===== src/rtl/count_display_monitor.sv =====
// Seven-segment display driver and transition checker for the 4-bit mode-controlled counter.
// Checker, err and err_cnt are compiled only when MONITOR_CHECK_EN is defined.
module count_display_monitor #(
    parameter int unsigned SCAN_DIV  = 16,
    parameter int unsigned ERR_CNT_W = 8
) (
    input  logic                 clk,
    input  logic                 reset,
    input  logic [1:0]           A,
    input  logic [3:0]           Z,
    output logic [6:0]           seg,
    output logic [1:0]           an,
    output logic                 err,
    output logic [ERR_CNT_W-1:0] err_cnt
);

    logic [3:0]  z_q;
    logic [15:0] div;
    logic        dsel;
    logic        tens;
    logic [3:0]  ones;

    function automatic logic [6:0] seg_pat(input logic [3:0] d);
        logic [6:0] p;
        case (d)
            4'd0:    p = 7'h40;
            4'd1:    p = 7'h79;
            4'd2:    p = 7'h24;
            4'd3:    p = 7'h30;
            4'd4:    p = 7'h19;
            4'd5:    p = 7'h12;
            4'd6:    p = 7'h02;
            4'd7:    p = 7'h78;
            4'd8:    p = 7'h00;
            4'd9:    p = 7'h10;
            default: p = 7'h7F;
        endcase
        return p;
    endfunction

    always_comb begin
        tens = (z_q >= 4'd10);
        ones = z_q - (tens ? 4'd10 : 4'd0);
    end

    // Display uses the previous z_q, giving the two-edge Z-to-segment latency.
    always_ff @(posedge clk) begin
        if (reset) begin
            z_q  <= '0;
            div  <= '0;
            dsel <= 1'b0;
            seg  <= 7'h7F;
            an   <= 2'b11;
        end else begin
            z_q <= Z;
            if (div == 16'(SCAN_DIV - 1)) begin
                div  <= '0;
                dsel <= ~dsel;
            end else begin
                div <= div + 16'd1;
            end
            if (!dsel) begin
                an  <= 2'b10;
                seg <= seg_pat(ones);
            end else if (tens) begin
                an  <= 2'b01;
                seg <= seg_pat(4'd1);
            end else begin
                an  <= 2'b11;
                seg <= 7'h7F;
            end
        end
    end

`ifdef MONITOR_CHECK_EN
    logic [1:0] a_q;
    logic       v_q;
    logic [3:0] exp_z;
    logic       mismatch;

    always_comb begin
        exp_z = z_q;
        case (a_q)
            2'b00:   exp_z = z_q[0] ? 4'd0 : z_q + 4'd2;
            2'b01:   exp_z = z_q[0] ? z_q + 4'd2 : 4'd1;
            2'b10:   exp_z = 4'hF;
            default: exp_z = z_q;
        endcase
        mismatch = v_q && (Z != exp_z);
    end

    always_ff @(posedge clk) begin
        if (reset) begin
            a_q     <= '0;
            v_q     <= 1'b0;
            err     <= 1'b0;
            err_cnt <= '0;
        end else begin
            a_q <= A;
            v_q <= 1'b1;
            if (mismatch) begin
                err <= 1'b1;
                if (err_cnt != '1)
                    err_cnt <= err_cnt + 1'b1;
            end
        end
    end
`else
    logic unused_a;
    assign unused_a = ^A;
    assign err      = 1'b0;
    assign err_cnt  = '0;
`endif

endmodule

===== config.mk =====
export PLATFORM = sky130hd
export DESIGN_NAME = count_display_monitor
export DESIGN_NICKNAME = d
export VERILOG_FILES = /design/src/rtl/count_display_monitor.sv
export SDC_FILE = /design/constraint.sdc
export NUM_CORES = 1
export LEC_CHECK = 0
export BUFFER_PORTS_ARGS = -buffer_cell sky130_fd_sc_hd__clkbuf_2
export CORE_ASPECT_RATIO = 1.2
export CORE_MARGIN = 2
export CORE_UTILIZATION = 35
export DETAILED_ROUTE_END_ITERATION = 7
export SKIP_CTS_REPAIR_TIMING = 1
export SLEW_MARGIN = 25
export SYNTH_ARGS = -nofsm -noshare
export SYNTH_HDL_FRONTEND = slang
export SYNTH_SLANG_ARGS = --single-unit

===== constraint.sdc =====
create_clock -name clk -period 2.2 [get_ports clk]
set_input_delay 0.22 -clock clk [delete_from_list [all_inputs] [get_ports clk]]
set_output_delay 0.22 -clock clk [all_outputs]
set_load 0.01 [all_outputs]

==> results of run 1 <==
## critical path, stage by stage, from the launching register on
cell and delay [ps]:
dfxtp_1 330, o21a_1 210, ha_1 180, ha_1 420, or2_2 370, a211oi_1 190
o21ai_0 90
## power by group
group | total [W] | internal (W) | switching [W]
Clock | 0.000451 | 0.000252 | 0.000200
Sequential | 0.000581 | 0.000569 | 0.0000120
Combinational | 0.000131 | 0.0000552 | 0.0000753
Total | 0.00116 | 0.000876 | 0.000287
## final cells by class
cell class | count | area, sq um
multi-input cells | 118 | 813.3
well taps | 56 | 70.07
repair buffers | 15 | 77.57
inverters | 10 | 37.54
clock inverters | 1 | 5.005
flip-flops and latches | 30 | 600.6
clock buffers | 7 | 86.33
fillers | 440 | 2506
## sequential cells by signal (all words and copies together) (netlist names)
name and flops:
dsel 1, div 16, an 2, seg 7
z_q 4
## worst paths after layout
check                           startpoint  endpoint  slack, ps  depth (start not counted)
worst min register to register      div[0]    div[0]        470                          1
worst min-delay path                  Z[2]    z_q[2]        150                          2
worst max register to register      z_q[2]    seg[5]        280                          6
worst max-delay path                z_q[2]    seg[5]        280                          6
## cells in the final DEF, fill, tap and decap left out, types with 2 or more instances in the layout
master	n
clkbuf_8	6
conb_1	9
o21ai_0	5
nand4b_1	2
nor4_2	4
xor2_1	5
nand2_1	6
clkbuf_2	14
nor3b_1	3
nand2b_1	2
ha_1	9
nor2_1	21
nor3_1	8
and3_2	2
nand4_1	4
a211oi_1	3
inv_1	10
dfxtp_1	30
nor4_1	3
nand3_1	5
nor2b_1	4
xnor2_1	10
and3_1	2
## cell families (layout without fill, tap and decap cells)
family                     after synthesis  count (layout)
and+or+nand+nor                         73              73
DFF                                     30              30
xor gates and xnor gates                16              16
other                                    1               9
buffers and inverters                   21              33
adders and majority gates                9               9
AOI/OAI and AO/OA                       11              11
## per-layer routing
metal | track usage, % | vias to the layer above
li1 | - | 568
met1 | 11.38 | 468
met2 | 21.53 | 18
met3 | 3.988 | 8
met4 | 6.522 | 0
met5 | 0 | -
## stage by stage
stage	area, sq um	total power [W]	hold slack (ps)
after floorplan	1531	0.0006978	291.6
after global placement	1599	0.0007237	436.5
after detailed placement	1599	0.0007250	440.9
after CTS	1690	0.001182	143.9
after global routing	1690	0.001216	170.1
final	1690	0.001163	145.2
==> flow_summary.json, run 1 <==
{
  "synth_top_family_by_area": "simple AND/OR/NAND/NOR gates",
  "cts.htree.levels": 2,
  "hp-class": "input pin to register",
  "worstMarginPinSlew_ps": 553.8,
  "cp.required_ps": 2350,
  "n_antenna_cell": 0,
  "setup_viol": 0,
  "core_region_area_sq_mm": 0.004197,
  "dieWidth_um": 63.79,
  "synth.most_common_cell": "dfxtp_1",
  "clk_pin_slew_worst_paths_ps": 60,
  "clockBufferDepth": 2,
  "synth-xor-area-share_pct": 10.58,
  "syn2layout_area_growth_pct": 12.58,
  "fin_crit_sh_pct": 87.19,
  "ir_worst_vdd_mv": 0.3926,
  "wire_per_inst_um": 10.27,
  "worst-setup-path-type": "register to register",
  "avgViaCountPerCell": 4.481,
  "portBuffers": 14,
  "synthSimpleGateAreaFrac_pct": 29.33,
  "finalHoldViolations": 0,
  "ys_warn_count": 0,
  "synthAdderAreaFrac_pct": 7.500,
  "p_leak_nw": 0.6875,
  "max_freq_mhz": 521.3,
  "drc": 0,
  "cp-start-kind": "register",
  "synthCells": 161,
  "drt_wl_total_um": 2434,
  "critical_path.max_fanout": 14,
  "clkLatencyLatePin_ps": 280,
  "fin_util_pct": 40.28,
  "final_cells": 237,
  "gr-total-overflow": 0,
  "cts-root-buf": "clkbuf_8",
  "vias": 1062,
  "highest-signal-layer": "met4",
  "gp_congestion": 0.7609,
  "die_h_um": 75.75,
  "die_area_sq_mm": 0.004832,
  "synth_area_leaders": "dfxtp_1, ha_1, xnor2_1, nor2_1, buf_4",
  "critPathCaptureType": "register",
  "grt_pass1_vias": 1019,
  "pre_cts_slack_ps": 273.7,
  "synth-seq-area-share_pct": 40.00,
  "grt_setup_unrepaired": "false",
  "start_util_pct": 35.78,
  "status": "finished, final reports clean",
  "critical_path_arrival_ps": 2070,
  "yosysUniqueCellTypes": 34,
  "grt_pass1_wl_um": 4278,
  "muxShareOfSynthArea_pct": 0,
  "syn_area_sq_mm": 0.001501,
  "maxCapViolCount": 0,
  "grt_max_degree": 16,
  "setup_tns_ps": 0,
  "grt_use_total_pct": 11.59,
  "synth_compound_area_share_pct": 4.500,
  "wl_met1_um": 1026,
  "drt_iter0_drc": 21,
  "drv_slew": 0,
  "ys_seq_elements": 30,
  "dp_cells": 229,
  "fp-row-count": 26,
  "period_needed_ps": 1918,
  "antenna_found_initial": 0,
  "fin_ws_ps": 281.9,
  "synth_common_cells": "dfxtp_1, nor2_1, buf_4, inv_1, xnor2_1",
  "firstDrtPassIters": 2,
  "cts_made_buffers": 5,
  "clock_sinks": 30,
  "synth_ff_type": "dfxtp_1",
  "slew_headroom_pct": 63.08,
  "synth.avg_cell_area_sq_um": 9.326,
  "cts_tree": "yes",
  "async_flop_share_pct": 0,
  "wl_met3_um": 112,
  "drt.antenna.violating_nets": 0,
  "yosysTopAreaCellShare_pct": 40.00,
  "p_per_area_mw_per_mm2": 688.0,
  "wl_met2_um": 1223,
  "drive_above_1_share_pct": 18.78,
  "yosysTopAreaCell": "dfxtp_1",
  "final.setup_skew_ps": 4.741,
  "nets": 197,
  "hpwlAfterDp_um": 1782,
  "synth-edff-count": 0,
  "io-pin-count": 26
}
No activity file was read; power rests on OpenSTA's default activity.
==> run 2, diff against run 1 <==
clock period = 1.8 ns   (was 2.2 ns; I/O delays follow)
==> run 2 against run 1 <==
Against the previous run: setup slack got worse by 200 ps; combinational power increased by 43%; non-clock buffer count increased by 5; count of clock-buffer cells in the layout is 1 lower; maximum frequency rose by 12%; die area unchanged; critical endpoint is now seg[3].
==> flow_summary.json, run 2 (same netlist as run 1, synthesis figures left out) <==
{
  "status": "finished, final reports clean",
  "holdPathStages": 2,
  "p_leak_nw": 0.7456,
  "fin_crit_sh_pct": 95.22,
  "crit_slowest_cell": "dfxtp_2",
  "final_cell_mix": "dfxtp_1, nor2_1, clkbuf_2",
  "dieWidth_um": 63.79,
  "cpLargestDelayFamily": "compound AO/OA/AOI/OAI gates",
  "ir_worst_vdd_mv": 0.5664,
  "cts.htree.levels": 2,
  "cp_cell_sequence": "o21a_1 > ha_4 > buf_4 > ha_1 > nor3b_2 > o21ai_0 > nand3_1 > o21ai_0",
  "grt_pass1_wl_um": 4402,
  "die_h_um": 75.75,
  "reg2regPathDepth": 8,
  "critical_path.max_fanout": 7,
  "avgViaCountPerCell": 4.541,
  "start_util_pct": 35.78,
  "min_to": "z_q[2]",
  "p_per_area_mw_per_mm2": 948.8,
  "critPathCaptureType": "register",
  "die_area_sq_mm": 0.004832,
  "io-pin-count": 26,
  "clkLatencyLatePin_ps": 270,
  "core_region_area_sq_mm": 0.004197,
  "worst-path-buf-inv": 1,
  "syn2layout_area_growth_pct": 21.92,
  "clock_sinks": 30,
  "wire_per_inst_um": 10.02,
  "finalHoldViolations": 0,
  "largest-register": "div",
  "antenna_found_initial": 0,
  "gr-total-overflow": 0,
  "hpwlAfterDp_um": 1800,
  "vias": 1099,
  "rr_startpoint": "z_q[1]",
  "period_needed_ps": 1714,
  "fp-row-count": 26,
  "largest_reg_flops": 16,
  "drt_iter0_drc": 29,
  "regToRegSetupSlack_ps": 90,
  "drive_above_1_share_pct": 24.19,
  "cts-root-buf": "clkbuf_8",
  "gp_congestion": 0.7685,
  "clk_pin_slew_worst_paths_ps": 70,
  "setup_viol": 0,
  "drc": 0,
  "fin_ws_ps": 85.99,
  "hold_start": "Z[2]",
  "cp.required_ps": 1940,
  "pre_cts_slack_ps": 23.56,
  "firstDrtPassIters": 4,
  "fin_util_pct": 43.62,
  "grt_use_met1_pct": 12.08,
  "final_common_cell": "dfxtp_1",
  "ff_latch_area_sq_um": 601.8,
  "drt.antenna.violating_nets": 0,
  "cp-start-kind": "register",
  "busiest_layer": "met2",
  "maxCapViolCount": 0,
  "r2r-end": "seg[3]",
  "grt_pass1_vias": 1053,
  "nets": 202,
  "top_regs": "div (16), seg (7), z_q (4)",
  "clockBufferDepth": 2,
  "hp-class": "input pin to register",
  "cts_tree": "yes",
  "max_freq_mhz": 583.4,
  "fillers": 431,
  "multiInputGateArea_sq_um": 850.8,
  "drt_wl_total_um": 2424,
  "stdcell_area_sq_mm": 0.001831,
  "grt_use_total_pct": 11.83,
  "placed_area_sq_mm": 0.001654,
  "portBuffers": 14,
  "met2_usage_pct": 21.88,
  "drv_slew": 0,
  "met3_usage_pct": 2.659,
  "final.setup_skew_ps": 4.399,
  "cp_common_cell": "o21ai_0",
  "critical_path_arrival_ps": 1850,
  "cts_made_buffers": 5,
  "slowest_delay_ps": 330,
  "n_antenna_cell": 0,
  "worst-setup-path-type": "register to register",
  "grt_max_degree": 16
}
run 2: cell types whose count changed in the layout (fill, tap and decap cells not counted), moves of 2 or more:
cell	delta
buf_4	+4
bufinv_16	+2
ha_1	-2
ha_4	+2
o21ai_0	-2
o21ai_1	+2
run 2: power breakdown:
group / switching (W) / total, W / internal (W)
clock network: 0.000250 / 0.000840 / 0.000590
registers: 0.0000139 / 0.000710 / 0.000696
logic: 0.0000991 / 0.000187 / 0.0000881
run 2: stage by stage:
step | instances | TNS (ps) | hold slack [ps] | total power (W)
4_1_cts | 241 | 0 | 104.7 | 0.001752
5_1_grt | 242 | -2.956 | 123.2 | 0.001819
2_1_floorplan | 169 | 0 | 251.6 | 0.0008563
3_3_place_gp | 233 | 0 | 392.9 | 0.0008986
6_report | 242 | 0 | 111.3 | 0.001737
3_5_place_dp | 233 | 0 | 395.9 | 0.0009014
run 2: metal layers:
metal | vias up | part of all wire, %
met4 | 0 | 1.9
met5 | - | 0
li1 | 578 | -
met2 | 15 | 52
met1 | 502 | 43
met3 | 4 | 3.0
run 2: cell type report:
class / instances / share of cell area (%)
well taps: 56 / 3.828
flip-flops and latches: 30 / 32.88
clock buffers: 6 / 4.511
inverters: 10 / 2.051
repair buffers: 20 / 6.972
multi-input cells: 118 / 46.48
clock inverters: 2 / 3.281
run 2: worst max-delay path by stage:
stage	start	to	slack, ps	cells after the start
after floorplan	z_q[2]	seg[5]	30	7
after global placement	z_q[1]	seg[5]	30	6
after detailed placement	z_q[1]	seg[5]	20	6
after CTS	z_q[1]	seg[5]	10	6
after global routing	z_q[1]	seg[3]	-3	8
final	z_q[1]	seg[3]	90	8
